`src/rtl/operand_fwd_unit.sv`:
```
// Operand selection with EX->MEM / WB->EX forwarding, MEM/WB pipeline registers,
// load-wait FSM with timeout, and the registered register-file write port.
module operand_fwd_unit #(
  parameter int DATA_WIDTH     = 32,
  parameter int ADDR_WIDTH     = 32,
  parameter int REG_ADDR_WIDTH = 5,
  parameter int LOAD_TIMEOUT   = 16
) (
  input  logic                      clk_i,
  input  logic                      rst_i,
  input  logic                      ex_valid_i,
  input  logic [REG_ADDR_WIDTH-1:0] ex_rs1_addr_i,
  input  logic [REG_ADDR_WIDTH-1:0] ex_rs2_addr_i,
  input  logic                      rs1_valid_i,
  input  logic                      rs2_valid_i,
  input  logic                      imm_valid_i,
  input  logic [ADDR_WIDTH-1:0]     imm_i,
  input  logic [ADDR_WIDTH-1:0]     pc_i,
  input  logic [ADDR_WIDTH-1:0]     pc_plus4_i,
  input  logic [1:0]                alu_op_a_mux_sel_i,
  input  logic [1:0]                alu_op_b_mux_sel_i,
  input  logic [DATA_WIDTH-1:0]     rf_rp_a_i,
  input  logic [DATA_WIDTH-1:0]     rf_rp_b_i,
  output logic [DATA_WIDTH-1:0]     alu_op_a_o,
  output logic [DATA_WIDTH-1:0]     alu_op_b_o,
  input  logic [DATA_WIDTH-1:0]     alu_result_i,
  input  logic [REG_ADDR_WIDTH-1:0] ex_rd_addr_i,
  input  logic                      ex_rd_we_i,
  input  logic [1:0]                rf_wp_mux_sel_i,
  input  logic                      mem_rvalid_i,
  input  logic [DATA_WIDTH-1:0]     mem_rdata_i,
  output logic                      rf_we_o,
  output logic [REG_ADDR_WIDTH-1:0] rf_waddr_o,
  output logic [DATA_WIDTH-1:0]     rf_wp_o,
  output logic                      stall_o,
  output logic                      load_err_o
);

  localparam logic [1:0] ALU_OP_A_SEL_REG = 2'd0;
  localparam logic [1:0] ALU_OP_A_SEL_PC  = 2'd1;
  localparam logic [1:0] ALU_OP_A_SEL_IMM = 2'd2;
  localparam logic [1:0] ALU_OP_B_SEL_REG = 2'd0;
  localparam logic [1:0] ALU_OP_B_SEL_IMM = 2'd1;
  localparam logic [1:0] RF_WP_A_SEL_ALU     = 2'd0;
  localparam logic [1:0] RF_WP_A_SEL_PCPLUS4 = 2'd1;
  localparam logic [1:0] RF_WP_A_SEL_LSU     = 2'd2;

  localparam int CNT_WIDTH = (LOAD_TIMEOUT > 1) ? $clog2(LOAD_TIMEOUT) : 1;
  localparam logic [CNT_WIDTH-1:0] CNT_LAST = CNT_WIDTH'(LOAD_TIMEOUT - 1);

  typedef enum logic [1:0] {
    M_IDLE,
    M_FULL,
    M_LOAD
  } mem_state_e;

  mem_state_e                mem_state, mem_state_n;
  logic [CNT_WIDTH-1:0]      cnt;
  logic [REG_ADDR_WIDTH-1:0] mem_rd;
  logic                      mem_we;
  logic [DATA_WIDTH-1:0]     mem_data;

  logic                      mem_fwd_ok;
  logic [DATA_WIDTH-1:0]     fwd_a, fwd_b;
  logic                      cnt_expired, mem_adv, timeout, hazard, capture;
  logic                      use_rs1, use_rs2;

  // Forwarding sources: a completed non-load in MEM beats the value being written back.
  always_comb begin
    mem_fwd_ok = (mem_state == M_FULL) && mem_we && (mem_rd != '0);
    fwd_a = rf_rp_a_i;
    fwd_b = rf_rp_b_i;
    if (mem_fwd_ok && (mem_rd == ex_rs1_addr_i)) begin
      fwd_a = mem_data;
    end else if (rf_we_o && (rf_waddr_o == ex_rs1_addr_i)) begin
      fwd_a = rf_wp_o;
    end
    if (mem_fwd_ok && (mem_rd == ex_rs2_addr_i)) begin
      fwd_b = mem_data;
    end else if (rf_we_o && (rf_waddr_o == ex_rs2_addr_i)) begin
      fwd_b = rf_wp_o;
    end
  end

  always_comb begin
    alu_op_a_o = '0;
    case (alu_op_a_mux_sel_i)
      ALU_OP_A_SEL_REG: alu_op_a_o = rs1_valid_i ? fwd_a : '0;
      ALU_OP_A_SEL_PC:  alu_op_a_o = pc_i;
      ALU_OP_A_SEL_IMM: alu_op_a_o = imm_valid_i ? imm_i : '0;
      default:          alu_op_a_o = '0;
    endcase
  end

  always_comb begin
    alu_op_b_o = '0;
    case (alu_op_b_mux_sel_i)
      ALU_OP_B_SEL_REG: alu_op_b_o = rs2_valid_i ? fwd_b : '0;
      ALU_OP_B_SEL_IMM: alu_op_b_o = imm_valid_i ? imm_i : '0;
      default:          alu_op_b_o = '0;
    endcase
  end

  // MEM advances unless a load is still waiting; rvalid takes priority over timeout.
  always_comb begin
    use_rs1     = (alu_op_a_mux_sel_i == ALU_OP_A_SEL_REG) && rs1_valid_i && (ex_rs1_addr_i == mem_rd);
    use_rs2     = (alu_op_b_mux_sel_i == ALU_OP_B_SEL_REG) && rs2_valid_i && (ex_rs2_addr_i == mem_rd);
    cnt_expired = (cnt == CNT_LAST);
    mem_adv     = (mem_state != M_LOAD) || mem_rvalid_i || cnt_expired;
    timeout     = (mem_state == M_LOAD) && !mem_rvalid_i && cnt_expired;
    hazard      = (mem_state == M_LOAD) && (mem_rd != '0) && (use_rs1 || use_rs2);
    stall_o     = ex_valid_i && (!mem_adv || hazard);
    capture     = ex_valid_i && !stall_o;
  end

  always_comb begin
    mem_state_n = mem_state;
    if (capture) begin
      mem_state_n = (rf_wp_mux_sel_i == RF_WP_A_SEL_LSU) ? M_LOAD : M_FULL;
    end else if (mem_adv) begin
      mem_state_n = M_IDLE;
    end
  end

  always_ff @(posedge clk_i) begin
    if (rst_i) begin
      mem_state <= M_IDLE;
      cnt       <= '0;
      mem_rd    <= '0;
      mem_we    <= 1'b0;
      mem_data  <= '0;
    end else begin
      mem_state <= mem_state_n;
      if (capture) begin
        cnt      <= '0;
        mem_rd   <= ex_rd_addr_i;
        mem_we   <= ex_rd_we_i;
        mem_data <= (rf_wp_mux_sel_i == RF_WP_A_SEL_PCPLUS4) ? pc_plus4_i : alu_result_i;
      end else if (!mem_adv) begin
        cnt <= cnt + 1'b1;
      end else begin
        cnt <= '0;
      end
    end
  end

  // Write-back register: retires whatever leaves MEM, otherwise inserts a bubble.
  always_ff @(posedge clk_i) begin
    if (rst_i) begin
      rf_we_o    <= 1'b0;
      rf_waddr_o <= '0;
      rf_wp_o    <= '0;
      load_err_o <= 1'b0;
    end else if (mem_adv && (mem_state != M_IDLE)) begin
      rf_we_o    <= mem_we && (mem_rd != '0);
      rf_waddr_o <= mem_rd;
      load_err_o <= timeout;
      if (mem_state == M_LOAD) begin
        rf_wp_o <= mem_rvalid_i ? mem_rdata_i : '0;
      end else begin
        rf_wp_o <= mem_data;
      end
    end else begin
      rf_we_o    <= 1'b0;
      load_err_o <= 1'b0;
    end
  end

  logic unused_sel;
  assign unused_sel = (RF_WP_A_SEL_ALU == 2'd0);

endmodule

```
`config.mk`:
```
export PLATFORM = sky130hd
export DESIGN_NAME = operand_fwd_unit
export DESIGN_NICKNAME = d
export VERILOG_FILES = /design/src/rtl/operand_fwd_unit.sv
export SDC_FILE = /design/constraint.sdc
export NUM_CORES = 1
export LEC_CHECK = 0
export CORE_AREA = 4 4 137 139
export DETAILED_ROUTE_END_ITERATION = 10
export DIE_AREA = 0 0 141 143
export GPL_ROUTABILITY_DRIVEN = 0
export GPL_TIMING_DRIVEN = 0
export PLACE_DENSITY = 0.84
export SLEW_MARGIN = 30
export SYNTH_ARGS = -nofsm -noshare
export SYNTH_HDL_FRONTEND = slang
export SYNTH_SLANG_ARGS = --single-unit
```
`constraint.sdc`:
```
create_clock -name clk_i -period 3.6 [get_ports clk_i]
set_clock_uncertainty 0.1 [all_clocks]
set_input_delay 0.36 -clock clk_i [delete_from_list [all_inputs] [get_ports clk_i]]
set_output_delay 0.36 -clock clk_i [all_outputs]
set_load 0.01 [all_outputs]
```
Word-level counts from Yosys, hierarchy flattened. Index checks and enable logic that the tools add are counted.

Register bits: 83. Latch bits: 0. RAM bits: 0. ROM bits: 0. Input port bits: 253. Output and inout bits: 104. Logic and storage cells: 73. Memories: 0.

Add/subtract/negate cells: 1. Multipliers: 0. Divide/modulo/power cells: 0. Magnitude comparators: 0. Equality and inequality tests: 15. Shifts and indexed selects: 0. Mux-type cells: 15. Bitwise operators: 1. Reductions and logical operators: 32.

Operator list (number): $mux W32 (10); $pmux W32 S3 (1); $pmux W32 S2 (1); $eq A5 B5 Y1 (6); $logic_and A1 B1 Y1 (18); $eq A2 B1 Y1 const B (4); $eq A2 B2 Y1 const B (3); $mux W2 (3); $reduce_bool A5 Y1 (1); $add A4 B1 Y4 const B (1); $eq A4 B4 Y1 const B (1); $logic_not A2 Y1 (2); $logic_or A1 B1 Y1 (4); $reduce_bool A2 Y1 (2); $logic_not A1 Y1 (3); $reduce_or A3 Y1 (1); $ne A2 B2 Y1 const B (1); $reduce_or A2 Y1 (1); $not A1 Y1 (1).

Logic depth before layout (Yosys ltp). Gate-level depths: netlist of run 1.

Depth after elaboration: 10. Depth in mapped cells: 10. Depth with buffers taken out: 6.

Worst setup path before layout of run 1. No wires, ideal clock.

Path kind: reg2out. Start: reg rf_waddr_o[1]. End: out alu_op_a_o[29]. Arrival: 1.890 ns. Required time: 3.140 ns. Path slack: 1.250 ns. Cell stages (with the launch flop): 9. Path buffers: 2. Cells stage by stage: dfxtp_1 xor2_1 nor4_1 and3_1 buf_2 clkbuf_1 and2b_1 a211oi_1 o21ai_0.

Word-level cells in the longest chain between the ends: 6.

Ends and longest elaborated chain: from (decl) (line 33) `output logic [REG_ADDR_WIDTH-1:0] rf_waddr_o,`; from (signal assigned) (line 156) `rf_waddr_o <= mem_rd;`; $eq A5 B5 Y1 (line 75) `end else if (rf_we_o && (rf_waddr_o == ex_rs1_addr_i)) begin`; $logic_and A1 B1 Y1 (line 75); $mux W32 (line 75); $mux W32 (line 73) `if (mem_fwd_ok && (mem_rd == ex_rs1_addr_i)) begin`; $mux W32 (line 88) `ALU_OP_A_SEL_REG: alu_op_a_o = rs1_valid_i ? fwd_a : '0;`; $pmux W32 S3 (line 87) `case (alu_op_a_mux_sel_i)`; to (decl) (line 24) `output logic [DATA_WIDTH-1:0] alu_op_a_o,`.

Every way passes these cells.

Final worst setup path of run 1.
Start: reg mem_rd[0]. End: out alu_op_a_o[5].

Word-level cells in the longest chain between the ends: 6. Elaborated cells between the ends (all ways): 7. Those cells by class: eq/ne: 1; mux: 3; reduce/logical: 3.

Ends and longest elaborated chain: from (decl) (line 59) `logic [REG_ADDR_WIDTH-1:0] mem_rd;`; from (signal assigned) (line 136) `mem_rd <= ex_rd_addr_i;`; $reduce_bool A5 Y1 (line 70) `mem_fwd_ok = (mem_state == M_FULL) && mem_we && (mem_rd != '0);`; $logic_and A1 B1 Y1 (line 70); $logic_and A1 B1 Y1 (*) (line 73); $mux W32 (*) (line 73); $mux W32 (*) (line 88); $pmux W32 S3 (*) (line 87).

Every way passes the cells marked *; elsewhere a longest branch is shown, timed or not.

==> summary.txt, run 1 <==
worst r2r src -> mem_state[0]$_SDFFE_PP0P_
Die ar. -> 20200 um2
largest net degree at the start of global routing -> 15
Post-Synthesis Net Count -> 1077
core area -> 17700 um2
Power Total -> 0.00303 W
dpl ws -> -0.312 ns
Ys Warns -> 0
Final Max Tran Viols -> 0
Min-Delay Startpoint -> mem_rvalid_i
DR pass1 iterations -> 7
wirelength, routed -> 32900 um
FMAX -> 286 MHz
root buffer cell -> clkbuf_16
actual slew at the worst max-slew pin -> 0.777 ns
flops & latches, synth -> 83
Vias per Instance -> 5.78
Worst Slack Setup Final -> 0.107 ns
final hold viol count -> 0
clock latency on the worst-skew pair -> 0.34 ns
worst-path maximum fanout -> 10
outcome -> completed
Syn Area/Cell -> 7.36 um2
fin crit period -> 3.49 ns
H-tree depth -> 3
vias in the first global route -> 7902
crit start category -> register
Port Buffers -> 354
CTS tree -> yes
first-pass GRT wire length -> 46800 um
critical path type -> register to output port
gr usage total -> 30.5%
maximum vdd drop -> 0.249 mV
Die X-Extent -> 141 um
Final HPWL DP -> 26900 um
synth unique cells -> 41
Antenna Nets Post-Route -> 0
non-filler cells in the finished layout -> 1424
Post-synth EDFFs -> 0
Leak -> 3.63 nW
required time worst endpoint -> 3.14 ns
Initial DRC Count -> 840
global route overflow -> 0
clk sinks -> 83
I/O pin cnt -> 357
WHS Endpoint -> rf_wp_o[6]$_SDFFE_PP0P_
synthesized cell area -> 6050 um2
period utilization -> 97.0%
DRC Markers -> 0
P&R area growth vs syn -> 70.5%
TritonCTS Buffers -> 9
critical path capture point type -> output port
DIE HEIGHT -> 143 um
clk buf depth -> 2
Post-Syn Instances -> 823
worst hold path class -> primary input to register
worst-case reg-to-reg path depth -> 9
initial antenna violation count -> 4
P per Cell Area -> 294 nW/um2
Nets -> 1442
Max Cap Viol -> 0
WL per Instance -> 23.1 um
crit path DAT -> 3.03 ns
area of the multi-input gates -> 4030 um2
register area -> 1660 um2
share of cells above drive strength 1 -> 5.78%
# fillers -> 1574
Setup Fix Bufs, Post-CTS -> 0
slew margin rel. -> 48.2%
Min-Delay Path Depth -> 3
# rows -> 49
Starting Density -> 34.3%
final count of negative-setup-slack endpoints -> 0
Seq/Total Area, Yosys -> 27.4%
placed insts -> 1406
reg2reg end -> rf_wp_o[2]$_SDFFE_PP0P_
R2R setup slack -> 1.23 ns
DR vias -> 8230
Post-synth ARST share -> 0%
hold buffers post-CTS -> 0
main flop type after synthesis -> dfxtp_1
CTS clock-pin slew for the worst setup and hold paths -> 0.07 ns
==> report_power, final <==
part | switching (W) | total (W) | internal, W
registers | 0.000109 | 0.00110 | 0.000986
logic | 0.000381 | 0.000908 | 0.000527
clock network | 0.000399 | 0.00103 | 0.000631
total | 0.000889 | 0.00303 | 0.00214
==> worst max-delay path: stages, from the launching register on <==
cell and delay [ns]:
dfxtp_1 0.39, or4_1 0.59, o21ai_1 0.18, or3b_4 0.20
or2_2 0.19, buf_4 0.21, o21ai_1 0.12, o21ai_1 0.23
clkdlybuf4s50_1 0.58
==> routing by layer <==
metal	part of all wire [%]	track usage (%)	vias up
met5	0.082	0	-
met4	4.5	13.8	4
met3	10	8.64	112
met1	40	38.5	3797
met2	45	48.5	536
li1	-	-	3781
==> cell type report <==
| class | instances | area share [%] |
|---|---|---|
| multi-input combinational | 650 | 39.0 |
| timing repair buffer | 354 | 34.6 |
| sequential | 83 | 16.1 |
| buffer | 88 | 4.22 |
| tap | 229 | 2.78 |
| clock buffer | 11 | 2.35 |
| clock inverter | 5 | 0.824 |
| inverter | 2 | 0.0727 |
| antenna | 2 | 0.0485 |
==> through the flow <==
stage          setup TNS [ns]  hold WS (ns)  area (um2)  utilization, %
2_1_floorplan               0         0.332        6050               -
3_3_place_gp            -3.13         0.341        9880            56.0
3_5_place_dp            -4.52         0.356        9890            56.0
4_1_cts                     0         0.347       10300            58.1
5_1_grt              -0.00742         0.384       10300            58.5
6_report                    0         0.357       10300            58.5
==> sequential cells by signal, summed over array words and instances, names as in the netlist <==
register / cells
mem_we: 1
mem_state: 2
mem_data: 32
rf_waddr_o: 5
rf_wp_o: 32
load_err_o: 1
rf_we_o: 1
mem_rd: 5
cnt: 4
==> Yosys cell counts, types with 2 or more instances <==
| cell | instances | share of area [%] |
|---|---|---|
| a211oi_1 | 92 | 11 |
| a211oi_2 | 4 | 0.83 |
| a21oi_1 | 39 | 3.2 |
| a22oi_1 | 32 | 4.0 |
| a311oi_1 | 32 | 4.6 |
| and2b_1 | 8 | 0.99 |
| and3_1 | 3 | 0.31 |
| buf_2 | 28 | 2.3 |
| buf_6 | 2 | 0.37 |
| clkbuf_1 | 58 | 3.6 |
| dfxtp_1 | 83 | 27 |
| inv_1 | 2 | 0.12 |
| mux2i_1 | 32 | 5.3 |
| nand2_1 | 77 | 4.8 |
| nand2b_1 | 9 | 0.93 |
| nand3_1 | 36 | 3.0 |
| nand4_1 | 2 | 0.21 |
| nand4b_1 | 6 | 0.87 |
| nor2_1 | 36 | 2.2 |
| nor2_2 | 2 | 0.21 |
| nor2b_1 | 61 | 6.3 |
| nor3_1 | 5 | 0.41 |
| nor3b_1 | 3 | 0.37 |
| nor4_1 | 3 | 0.31 |
| o21ai_0 | 97 | 8.0 |
| o21ai_1 | 39 | 3.2 |
| or2_2 | 2 | 0.21 |
| xnor2_1 | 4 | 0.58 |
| xor2_1 | 14 | 2.0 |
==> worst max-delay path by stage <==
stage | startpoint | to | slack (ns) | depth (start not counted)
floorplan | rf_waddr_o[1]$_SDFFE_PP0P_ | alu_op_a_o[29] | 1.25 | 8
global placement | ex_rs1_addr_i[0] | alu_op_a_o[11] | -0.32 | 9
detailed placement | ex_rs1_addr_i[1] | alu_op_a_o[11] | -0.31 | 10
CTS | mem_rd[0]$_SDFFE_PP0P_ | alu_op_b_o[12] | 0.005 | 8
global route | ex_rs1_addr_i[0] | alu_op_a_o[12] | -0.007 | 9
finish | mem_rd[0]$_SDFFE_PP0P_ | alu_op_a_o[5] | 0.11 | 8
==> cells in the final DEF (no fill, tap or decap), drive strengths merged, types with 8 or more instances in the layout <==
master         instances
clkdlybuf4s50        344
o21ai                136
a211oi                96
dfxtp                 83
nand2                 77
clkbuf                74
nor2b                 61
a21oi                 39
nor2                  38
nand3                 36
a22oi                 32
a311oi                32
mux2i                 32
buf                   25
xor2                  14
dlymetal6s2s          10
nand2b                 9
and2b                  8
==> kinds of logic (layout without fill, tap and decap cells) <==
| family | after synthesis | in the layout | share of synthesized area, % |
|---|---|---|---|
| fa+ha+maj | 1 | 1 | 0.207 |
| xor+xnor | 18 | 18 | 2.60 |
| other cells | 0 | 2 | 0 |
| flops | 83 | 83 | 27.4 |
| buf+inv | 90 | 460 | 6.41 |
| mux | 32 | 32 | 5.29 |
| compound gates | 341 | 341 | 36.3 |
| simple gates | 258 | 258 | 21.7 |
==> repair_timing <==
action	4_1_cts	5_1_grt
pin swaps	0	6
resized for setup	22	33
setup endpoints to repair	51	44
(Power assumes the default switching activity.)
==> run 2: changes to the inputs <==
--- a/config.mk
+++ b/config.mk
@@ -10,8 +10,9 @@
 export DIE_AREA = 0 0 141 143
 export GPL_ROUTABILITY_DRIVEN = 0
 export GPL_TIMING_DRIVEN = 0
-export PLACE_DENSITY = 0.84
+export PLACE_DENSITY = 0.8
 export SLEW_MARGIN = 30
 export SYNTH_ARGS = -nofsm -noshare
 export SYNTH_HDL_FRONTEND = slang
 export SYNTH_SLANG_ARGS = --single-unit
+export TNS_END_PERCENT = 20
==> summary.txt, run 2 (synthesis gave the netlist of run 1 again) <==
outcome -> completed
I/O pin cnt -> 357
actual slew at the worst max-slew pin -> 0.786 ns
final count of negative-setup-slack endpoints -> 0
DR vias -> 8135
FMAX -> 285 MHz
Setup Fix Bufs, Post-CTS -> 0
Final Max Tran Viols -> 0
Vias per Instance -> 5.72
H-tree depth -> 3
CP peak stage delay -> 0.59 ns
number of buffer and inverter stages on the critical path -> 2
Largest regs -> mem_data: 32 flops, rf_wp_o: 32 flops
Starting Density -> 34.3%
clk buf depth -> 2
Final HPWL DP -> 26700 um
critical path capture point type -> output port
DRC Markers -> 0
WHS Endpoint -> rf_wp_o[5]$_SDFFE_PP0P_
Die ar. -> 20200 um2
register area -> 1660 um2
worst-case reg-to-reg path depth -> 9
most common cell after layout, fill and taps aside -> clkdlybuf4s50_1
required time worst endpoint -> 3.14 ns
Top delay family on crit path -> simple AND/OR/NAND/NOR gates
number of cells on the critical path -> 8
clock latency on the worst-skew pair -> 0.34 ns
DR pass1 iterations -> 5
Max Cap Viol -> 0
Initial DRC Count -> 758
crit path DAT -> 3.05 ns
worst r2r src -> mem_state[0]$_SDFFE_PP0P_
Nets -> 1442
# fillers -> 1694
fin crit period -> 3.51 ns
R2R setup slack -> 1.20 ns
P&R area growth vs syn -> 70.2%
core area -> 17700 um2
Antenna Nets Post-Route -> 0
Power Total -> 0.00295 W
CTS clock-pin slew for the worst setup and hold paths -> 0.06 ns
area of the multi-input gates -> 4040 um2
worst-path maximum fanout -> 10
Die X-Extent -> 141 um
Min-Delay Path Depth -> 3
vias in the first global route -> 7838
share of cells above drive strength 1 -> 5.78%
Leak -> 3.63 nW
maximum vdd drop -> 0.214 mV
most frequent cells in the layout -> 340 x clkdlybuf4s50_1, 93 x o21ai_0, 92 x a211oi_1
clk sinks -> 83
root buffer cell -> clkbuf_16
TritonCTS Buffers -> 9
Slowest cell on crit path -> or4_1
setup_tns -> 0 ns
global route overflow -> 0
Port Buffers -> 354
P per Cell Area -> 286 nW/um2
worst hold path class -> primary input to register
period utilization -> 97.5%
RSZ-0062 raised after global routing -> yes
initial antenna violation count -> 2
DIE HEIGHT -> 143 um
slew margin rel. -> 47.6%
critical path type -> register to output port
reg2reg end -> rf_wp_o[2]$_SDFFE_PP0P_
CTS tree -> yes
wirelength, routed -> 32900 um
crit start category -> register
# rows -> 49
Min-Delay Startpoint -> mem_rvalid_i
worst-path cell chain -> or4_1 > o21ai_2 > or3b_4 > or2_2 > clkbuf_4 > o21ai_0 > o21ai_1 > clkdlybuf4s50_1
final cell utilization of the core -> 58.4%
gr usage total -> 30.7%
diodes inserted -> 0
WL per Instance -> 23.1 um
largest net degree at the start of global routing -> 16
final hold viol count -> 0
first-pass GRT wire length -> 47300 um
run 2: power breakdown:
group	leakage, nW	total (W)	switching, W	internal (W)
sequential	0.684	0.00110	0.000109	0.000986
clock	0.144	0.000950	0.000404	0.000546
combinational	2.80	0.000905	0.000379	0.000526
run 2: how the worst max path moves through the flow:
stage	start	slack [ns]	endpoint
floorplan	rf_waddr_o[1]$_SDFFE_PP0P_	1.25	alu_op_a_o[29]
global placement	ex_rs1_addr_i[1]	-0.30	alu_op_a_o[8]
detailed placement	ex_rs1_addr_i[1]	-0.31	alu_op_a_o[8]
CTS	ex_rs2_addr_i[3]	0.008	alu_op_b_o[14]
global route	ex_rs1_addr_i[1]	-0.02	alu_op_a_o[31]
finish	mem_rd[0]$_SDFFE_PP0P_	0.09	alu_op_a_o[31]
run 2: metrics by stage:
stage / area [um2] / hold slack [ns] / setup slack (ns) / instances
after floorplan: 6050 / 0.332 / 1.25 / 823
after global placement: 9880 / 0.347 / -0.302 / 1406
after detailed placement: 9890 / 0.353 / -0.307 / 1406
after CTS: 10200 / 0.305 / 0.00762 / 1422
after global routing: 10300 / 0.353 / -0.0231 / 1422
final: 10300 / 0.315 / 0.0892 / 1422
run 2: per-layer routing:
metal	global-route usage (%)	part of all wire (%)	vias up
met5	0	0.11	-
met4	10.7	3.4	4
met3	7.77	11	80
met2	51.1	46	506
met1	38.6	40	3759
li1	-	-	3786
run 2: final cells by class:
cell class | count | share of cell area, %
Buffer | 88 | 4.25
Clock buffer | 10 | 2.22
Clock inverter | 6 | 0.704
Inverter | 2 | 0.0729
Multi-Input combinational cell | 650 | 39.2
Sequential cell | 83 | 16.1
Tap cell | 229 | 2.78
Timing Repair Buffer | 354 | 34.6
run 2: worst reg2reg max path: stages (launching register included):
cell      delay, ns
dfxtp_1        0.39
nand2b_1       0.12
buf_2          0.17
nor2_1         0.05
nand2_1        0.28
o21a_1         0.19
buf_2          0.16
clkbuf_1       0.48
nor2_1         0.10
a311oi_1       0.27
run 2: timing repair:
item / in CTS / in global routing
endpoints found under the setup margin: 57 / 54
resized for setup: 23 / 31
pin swaps: 0 / 1
hold buffers: 0 / 0
==> run 3: changes to the inputs <==
--- a/config.mk
+++ b/config.mk
@@ -5,12 +5,12 @@
 export SDC_FILE = /design/constraint.sdc
 export NUM_CORES = 1
 export LEC_CHECK = 0
-export CORE_AREA = 4 4 137 139
+export CORE_AREA = 8 8 133 135
 export DETAILED_ROUTE_END_ITERATION = 10
 export DIE_AREA = 0 0 141 143
 export GPL_ROUTABILITY_DRIVEN = 0
 export GPL_TIMING_DRIVEN = 0
-export PLACE_DENSITY = 0.8
+export PLACE_DENSITY = 0.88
 export SLEW_MARGIN = 30
 export SYNTH_ARGS = -nofsm -noshare
 export SYNTH_HDL_FRONTEND = slang
==> summary.txt, run 3 (synthesis gave the netlist of run 1 again) <==
fin crit period -> 3.54 ns
critical path type -> primary input to output port
I/O pin cnt -> 357
Critical Path Most Common Cell -> clkdlybuf4s50_1
Antenna Nets Post-Route -> 0
# fillers -> 1339
crit start category -> primary input
Nets -> 1442
Slowest cell on crit path -> clkdlybuf4s50_1
Min-Delay Path Depth -> 3
slew margin rel. -> 50.1%
worst hold slack -> 0.314 ns
Min-Delay Startpoint -> mem_rvalid_i
Final Max Tran Viols -> 0
final hold viol count -> 0
worst hold path class -> primary input to register
clk sinks -> 83
outcome -> completed
final count of negative-setup-slack endpoints -> 0
register area -> 1660 um2
core area -> 15600 um2
Die ar. -> 20200 um2
CTS tree -> yes
Max Cap Viol -> 0
worst r2r src -> mem_state[0]$_SDFFE_PP0P_
CTS clock-pin slew for the worst setup and hold paths -> 0.07 ns
TritonCTS Buffers -> 9
Vias per Instance -> 5.89
area of the multi-input gates -> 4040 um2
Final HPWL DP -> 27300 um
DR pass1 iterations -> 5
largest net degree at the start of global routing -> 16
critical path capture point type -> output port
reg2reg end -> rf_wp_o[3]$_SDFFE_PP0P_
Largest regs -> mem_data: 32 flops, rf_wp_o: 32 flops
Setup Fix Bufs, Post-CTS -> 0
most common cell after layout, fill and taps aside -> clkdlybuf4s50_1
P per Cell Area -> 293 nW/um2
root buffer cell -> clkbuf_16
required time worst endpoint -> 3.14 ns
Starting Density -> 38.8%
clk buf depth -> 2
Leak -> 3.52 nW
WL per Instance -> 23.5 um
Area after DPL -> 9880 um2
first-pass GRT wire length -> 48400 um
crit path DAT -> 3.08 ns
R2R setup slack -> 1.32 ns
CP peak stage delay -> 0.60 ns
vias in the first global route -> 8279
initial antenna violation count -> 2
worst-path cell chain -> clkdlybuf4s50_1 > nor2b_1 > a2111oi_2 > nand3_1 > nor2_4 > clkbuf_4 > a211oi_1 > o21ai_1 > clkdlybuf4s50_1
P&R area growth vs syn -> 69.9%
WHS Endpoint -> rf_wp_o[6]$_SDFFE_PP0P_
global route overflow -> 0
# rows -> 46
RSZ-0062 raised after global routing -> yes
wirelength, routed -> 33100 um
DIE HEIGHT -> 143 um
worst-case reg-to-reg path depth -> 9
diodes inserted -> 0
hold buffers post-CTS -> 0
clock latency on the worst-skew pair -> 0.34 ns
period utilization -> 98.3%
maximum vdd drop -> 0.262 mV
H-tree depth -> 3
most frequent cells in the layout -> 350 x clkdlybuf4s50_1, 95 x o21ai_0, 91 x a211oi_1
worst-path maximum fanout -> 10
actual slew at the worst max-slew pin -> 0.749 ns
Port Buffers -> 354
design area -> 10300 um2
Initial DRC Count -> 742
Die X-Extent -> 141 um
DR vias -> 8300
share of cells above drive strength 1 -> 5.87%
DRC Markers -> 0
gr usage total -> 31.4%
FMAX -> 282 MHz
## run 3: cell types whose count changed in the layout (fill, tap and decap cells not counted), sizes merged
cell           change
inv                +1
bufinv             +1
buf                +2
clkbuf             -2
clkdlybuf4s50     +10
dlymetal6s2s       -8
dlygate4sd2        -2
clkinv             -2
## run 3: worst max-delay path by stage
stage	cells past startpoint	from	endpoint	slack, ns
6_report	9	ex_rs1_addr_i[0]	alu_op_a_o[5]	0.06
3_3_place_gp	7	alu_op_a_mux_sel_i[0]	stall_o	-0.38
5_1_grt	8	mem_rd[0]$_SDFFE_PP0P_	alu_op_a_o[5]	-0.04
2_1_floorplan	8	rf_waddr_o[1]$_SDFFE_PP0P_	alu_op_a_o[29]	1.25
4_1_cts	9	ex_rs1_addr_i[0]	alu_op_a_o[12]	-0.007
3_5_place_dp	10	ex_rs1_addr_i[1]	alu_op_a_o[5]	-0.39
## run 3: worst max-delay path: cells and delay by family
family,cells,cell delay (ns)
AOI/OAI and AO/OA,3,0.68
and+or+nand+nor,3,0.59
buffers and inverters,3,1.44
## run 3: what timing repair did
action / in CTS / in global routing
resized for setup: 21 / 20
pin swaps: 0 / 3
endpoints found under the hold margin: 0 / 0
setup endpoints to repair: 50 / 58
## run 3: final cells by class
class	count	area share, %
multi-input cells	650	39.3
repair buffers	354	34.5
flip-flops and latches	83	16.2
plain buffers	88	4.21
well taps	216	2.63
clock buffers	10	2.23
clock inverters	6	0.937
inverters	2	0.0730
## run 3: power breakdown
group | switching (W) | internal, W
clock | 0.000398 | 0.000618
sequential | 0.000110 | 0.000986
combinational | 0.000375 | 0.000527
total | 0.000882 | 0.00213
## run 3: per-layer routing
metal | part of all wire [%] | track usage [%] | vias up
met5 | 0.057 | 0 | -
met2 | 46 | 50.6 | 536
met1 | 38 | 37.9 | 3843
met4 | 5.0 | 17.4 | 4
met3 | 10 | 7.68 | 118
li1 | - | - | 3799
## run 3: per-stage QoR
step	power, W	TNS (ns)	util (%)	instances	setup slack (ns)
2_1_floorplan	0.00141	0	-	823	1.25
3_3_place_gp	0.00198	-5.81	63.3	1393	-0.382
3_5_place_dp	0.00200	-6.97	63.3	1393	-0.389
4_1_cts	0.00300	-0.00651	65.6	1409	-0.00651
5_1_grt	0.00312	-0.113	65.9	1409	-0.0429
6_report	0.00301	0	65.9	1409	0.0598
